### config.mk
export PLATFORM = sky130hd
export DESIGN_NAME = huffman_decoder
export DESIGN_NICKNAME = d
export VERILOG_FILES = /design/src/rtl/huffman_decoder.sv
export SDC_FILE = /design/constraint.sdc
export NUM_CORES = 1
export LEC_CHECK = 0
export ABC_AREA = 1
export BUFFER_PORTS_ARGS = -buffer_cell sky130_fd_sc_hd__buf_2
export CAP_MARGIN = 25
export CORE_MARGIN = 8
export CORE_UTILIZATION = 35
export CTS_CLUSTER_SIZE = 8
export DETAILED_ROUTE_END_ITERATION = 12
export GPL_ROUTABILITY_DRIVEN = 0
export PLACE_DENSITY = 0.57
export SKIP_CTS_REPAIR_TIMING = 1
export SYNTH_ARGS = -nofsm -noshare
export SYNTH_HDL_FRONTEND = slang
export SYNTH_SLANG_ARGS = --single-unit
### constraint.sdc
create_clock -name clk -period 3.7 [get_ports clk]
set_clock_uncertainty 0.2 [all_clocks]
set_input_delay 0.37 -clock clk [delete_from_list [all_inputs] [get_ports clk]]
set_output_delay 0.37 -clock clk [all_outputs]
set_load 0.005 [all_outputs]
### src/rtl/huffman_decoder.sv
// Serial Huffman decoder for gray symbols 1..6.
// Loads the codeword/mask table, then matches MSB-first bits against it.
module huffman_decoder #(
    parameter int MAXLEN = 8,
    parameter int CW     = 8
) (
    input  logic              clk,
    input  logic              reset,
    input  logic              code_valid,
    input  logic [MAXLEN-1:0] HC1,
    input  logic [MAXLEN-1:0] HC2,
    input  logic [MAXLEN-1:0] HC3,
    input  logic [MAXLEN-1:0] HC4,
    input  logic [MAXLEN-1:0] HC5,
    input  logic [MAXLEN-1:0] HC6,
    input  logic [MAXLEN-1:0] M1,
    input  logic [MAXLEN-1:0] M2,
    input  logic [MAXLEN-1:0] M3,
    input  logic [MAXLEN-1:0] M4,
    input  logic [MAXLEN-1:0] M5,
    input  logic [MAXLEN-1:0] M6,
    input  logic              bit_valid,
    input  logic              bit_in,
    output logic              bit_ready,
    output logic              sym_valid,
    output logic [2:0]        sym,
    input  logic              sym_ready,
    output logic              err,
    output logic [1:0]        err_type,
    output logic [CW-1:0]     dec_count
);

    localparam int LW = $clog2(MAXLEN + 1);
    localparam logic [MAXLEN-1:0] M_ONE = 1;
    localparam logic [LW-1:0] L_ONE = 1;
    localparam logic [LW-1:0] L_MAX = LW'(MAXLEN);
    localparam logic [CW-1:0] C_ONE = 1;

    typedef enum logic [1:0] {NO_TAB, RUN, ERR} state_t;

    state_t            r_state;
    logic [MAXLEN-1:0] r_hc [6];
    logic [MAXLEN-1:0] r_m  [6];
    logic [MAXLEN-1:0] r_acc;
    logic [LW-1:0]     r_len;

    logic [MAXLEN-1:0] w_hc_in [6];
    logic [MAXLEN-1:0] w_m_in  [6];
    logic [MAXLEN-1:0] w_acc_n;
    logic [LW-1:0]     w_len_n;
    logic              w_tab_ok;
    logic              w_match;
    logic [2:0]        w_idx;
    logic              w_accept;
    logic              w_hs;

    function automatic logic [LW-1:0] popcnt(input logic [MAXLEN-1:0] v);
        logic [LW-1:0] c;
        c = '0;
        for (int k = 0; k < MAXLEN; k++) c = c + LW'(v[k]);
        return c;
    endfunction

    assign w_hc_in[0] = HC1;
    assign w_hc_in[1] = HC2;
    assign w_hc_in[2] = HC3;
    assign w_hc_in[3] = HC4;
    assign w_hc_in[4] = HC5;
    assign w_hc_in[5] = HC6;
    assign w_m_in[0]  = M1;
    assign w_m_in[1]  = M2;
    assign w_m_in[2]  = M3;
    assign w_m_in[3]  = M4;
    assign w_m_in[4]  = M5;
    assign w_m_in[5]  = M6;

    assign bit_ready = (r_state == RUN) && (!sym_valid || sym_ready);
    assign w_accept  = bit_valid && bit_ready;
    assign w_hs      = sym_valid && sym_ready;
    assign w_acc_n   = {r_acc[MAXLEN-2:0], bit_in};
    assign w_len_n   = r_len + L_ONE;

    // A mask is legal when nonzero and a contiguous run of low ones.
    always_comb begin
        w_tab_ok = 1'b1;
        for (int i = 0; i < 6; i++) begin
            if (w_m_in[i] == '0 || (w_m_in[i] & (w_m_in[i] + M_ONE)) != '0)
                w_tab_ok = 1'b0;
        end
    end

    // Scan downward so the lowest matching symbol index wins.
    always_comb begin
        w_match = 1'b0;
        w_idx   = 3'd0;
        for (int i = 5; i >= 0; i--) begin
            if (popcnt(r_m[i]) == w_len_n && (w_acc_n & r_m[i]) == r_hc[i]) begin
                w_match = 1'b1;
                w_idx   = 3'(i + 1);
            end
        end
    end

    always_ff @(posedge clk) begin
        if (reset) begin
            r_state   <= NO_TAB;
            r_acc     <= '0;
            r_len     <= '0;
            sym_valid <= 1'b0;
            sym       <= 3'd0;
            err       <= 1'b0;
            err_type  <= 2'b00;
            dec_count <= '0;
            for (int i = 0; i < 6; i++) begin
                r_hc[i] <= '0;
                r_m[i]  <= '0;
            end
        end else if (code_valid) begin
            for (int i = 0; i < 6; i++) begin
                r_hc[i] <= w_hc_in[i];
                r_m[i]  <= w_m_in[i];
            end
            r_acc     <= '0;
            r_len     <= '0;
            sym_valid <= 1'b0;
            sym       <= 3'd0;
            dec_count <= '0;
            r_state   <= w_tab_ok ? RUN : ERR;
            err       <= !w_tab_ok;
            err_type  <= w_tab_ok ? 2'b00 : 2'b01;
        end else if (r_state == RUN) begin
            if (w_hs) begin
                sym_valid <= 1'b0;
                dec_count <= dec_count + C_ONE;
            end
            if (w_accept) begin
                if (w_match) begin
                    sym       <= w_idx;
                    sym_valid <= 1'b1;
                    r_acc     <= '0;
                    r_len     <= '0;
                end else if (w_len_n == L_MAX) begin
                    r_state  <= ERR;
                    err      <= 1'b1;
                    err_type <= 2'b10;
                    r_acc    <= '0;
                    r_len    <= '0;
                end else begin
                    r_acc <= w_acc_n;
                    r_len <= w_len_n;
                end
            end
        end
    end

endmodule

==> flow_summary.json <==
{
  "outcome": "finished with violations",
  "failed_checks": "negative setup slack",
  "rows": 55,
  "maxSlewHeadroom_pct": 45.8,
  "synth.avg_cell_area_um2": 7.64,
  "netlist_instances": 1050,
  "cts.sinks": 123,
  "drt_iter0_markers": 455,
  "grt_util_all_layers_pct": 16.0,
  "grt_max_degree": 73,
  "maxCapViolCount": 0,
  "pre_cts_slack_ns": -0.367,
  "yosysSeqAreaShare_pct": 42.7,
  "boundaryPins": 118,
  "finalSetupViolCount": 19,
  "yosys-top-cells-count": "nand2_1 (259), inv_1 (227), nor2_1 (174)",
  "finalCoreUtilization_pct": 43.4,
  "dieHeight_um": 167,
  "period_share_pct": 111,
  "worstPathRequired_ns": 3.85,
  "ir_worst_vdd_uv": 223,
  "cp_common_cell": "fa_1",
  "synth.distinct_cells": 34,
  "root_buffer": "clkbuf_16",
  "grt_pass1_wl_um": 35100,
  "fin_area_um2": 9810,
  "core-area_um2": 22600,
  "regArea_um2": 3420,
  "overflow": 0,
  "cp.arrival_ns": 4.26,
  "crit_slowest_cell": "fa_1",
  "syn_area_um2": 8030,
  "hold_path.class": "primary input to flop",
  "tightest_slew_ns": 0.813,
  "powerDensity_nw_per_um2": 448,
  "slew_violations": 0,
  "worst_slack_ns": -0.410,
  "path_max_fanout": 5,
  "detail-route-antenna-nets": 0,
  "ys_top_cells_by_area": "edfxtp_1 (36%), nand2_1 (12%), inv_1 (11%), nor2_1 (8.1%), dfxtp_1 (6.7%)",
  "fillers": 2273,
  "synth.top_cell.area_share_pct": 35.9,
  "hpwlAfterDp_um": 16700,
  "cpPeakStageDelay_ns": 0.57,
  "yosysTopAreaCell": "edfxtp_1",
  "yosys_warnings": 0,
  "numCtsBuffers": 17,
  "synth_enable_flop_cells": 96,
  "dieWidth_um": 167,
  "io_buffers": 117,
  "multiInputGateArea_um2": 3760,
  "crit_type": "flop to flop",
  "synth_seq_cells": 123,
  "critPathBufInv": 3,
  "clk_pin_slew_ns": 0.06,
  "dieArea_um2": 28000,
  "period_minus_slack_ns": 4.11,
  "drcViolationCount": 0,
  "worstSetupStartpointType": "flop",
  "clk_latency_ns": 0.42,
  "cp_cell_sequence": "fa_1 > inv_2 > fa_1 > fa_1 > inv_1 > ha_2 > inv_2 > fa_2 > xnor2_2 > nand2b_4 > nor2_2 > nand3_2 > nand2_2 > nor2_4 > nand2_4 > nor2_8 > nand2_1 > a21oi_1",
  "cts_tree": "yes",
  "wl_per_cell_um": 14.8,
  "start_util_pct": 35.6,
  "nets": 1341,
  "end_kind": "flop",
  "place_inst": 1456,
  "drive_gt1_share_pct": 18.9,
  "vias": 6872,
  "hold_slack_ns": 0.0370,
  "drt-total-wl_um": 22100,
  "finalNonFillerCells": 1493,
  "rsz0062_at_grt": "true",
  "diodes": 0,
  "cts_max_level": 4,
  "crit_family": "adder cells",
  "p_leak_nw": 4.87,
  "async_reset_ff_share_pct": 0,
  "syn_nets": 1196,
  "syn2layout_area_growth_pct": 22.2,
  "antenna_found_initial": 1,
  "placed_cell_area_um2": 9110,
  "grt_pass1_vias": 6766,
  "ys.flop_type": "edfxtp_1",
  "dr.pass1.iters": 5,
  "max_freq_mhz": 243,
  "viasPerCell": 4.60,
  "post-synth-top-count-cell": "nand2_1",
  "hold_viol": 0,
  "cts_buffer_depth": 2
}
[cells in the final DEF (no fill, tap or decap), types with 2 or more instances in the layout]
cell,n
nand3_1,58
clkbuf_16,17
nand4_1,14
o21ai_0,11
edfxtp_1,96
nand2_4,2
inv_2,8
ha_2,2
nor2_1,166
nor2_2,6
nand2_2,6
fa_2,2
dfxtp_1,27
buf_2,117
nor2_4,5
xnor2_1,9
o2111ai_1,2
xor2_1,19
buf_4,29
clkinv_4,4
nor3_1,4
nor4_1,3
clkinv_2,3
fa_1,22
inv_1,218
ha_1,17
xor2_2,2
or2_2,4
a21oi_1,19
nand2_1,256
o22ai_1,11
xnor2_2,2
a21oi_2,4
nand3b_1,20
nand3_2,2
clkinvlp_4,6
[worst min-delay path, stage by stage]
cell	delay, ns
buf_2	0.07
inv_1	0.03
nor2_1	0.08
[through the flow]
| stage | power [mW] | setup TNS (ns) |
|---|---|---|
| 2_1_floorplan | 2.41 | -1.75 |
| 6_report | 4.39 | -6.80 |
| 3_5_place_dp | 2.76 | -6.16 |
| 4_1_cts | 4.35 | -6.45 |
| 5_1_grt | 4.64 | -9.83 |
| 3_3_place_gp | 2.73 | -4.47 |
[cells by family after synthesis]
logic type	Yosys count	share of synthesized area (%)
xor gates and xnor gates	32	3.68
and+or+nand+nor	549	29.0
AOI/OAI and AO/OA	51	3.52
DFF	123	42.6
adders and majority gates	44	9.10
buffers and inverters	251	12.0
[state kept, by name (all words and copies together), names as in the netlist]
signal	cells
r_hc	48
r_m	48
dec_count	8
r_acc	7
r_len	4
sym	3
err_type	2
err	1
r_state	1
sym_valid	1
[power breakdown]
part	internal (mW)	switching (mW)	total, mW
sequential	1.59	0.0639	1.65
clock	0.918	0.659	1.58
combinational	0.529	0.632	1.16
[area by class of cell]
type / instances / share of cell area [%]
Inverter: 227 / 8.71
Clock inverter: 15 / 1.31
Sequential cell: 123 / 34.9
Tap cell: 285 / 3.64
Clock buffer: 17 / 4.34
Timing Repair Buffer: 149 / 8.78
Multi-Input combinational cell: 677 / 38.3
[metal layers]
metal / track usage [%] / share of wire (%)
met1: 21.4 / 47
met2: 25.1 / 45
met3: 3.17 / 5.4
met4: 5.98 / 2.0
met5: 0 / 0
[path summary, 6_finish.rpt]
path	from	endpoint	slack [ns]	depth (start not counted)
setup / recovery	r_m[0][8]$_SDFFCE_PN0P_	r_len[1]$_SDFFE_PP0P_	-0.41	18
hold / removal	HC6[6]	r_hc[0][46]$_SDFFCE_PN0P_	0.04	3
hold reg to reg	sym[2]$_SDFFE_PP0P_	sym[2]$_SDFFE_PP0P_	0.26	2
setup reg to reg	r_m[0][8]$_SDFFCE_PN0P_	r_len[1]$_SDFFE_PP0P_	-0.41	18
(Power assumes the default switching activity.)
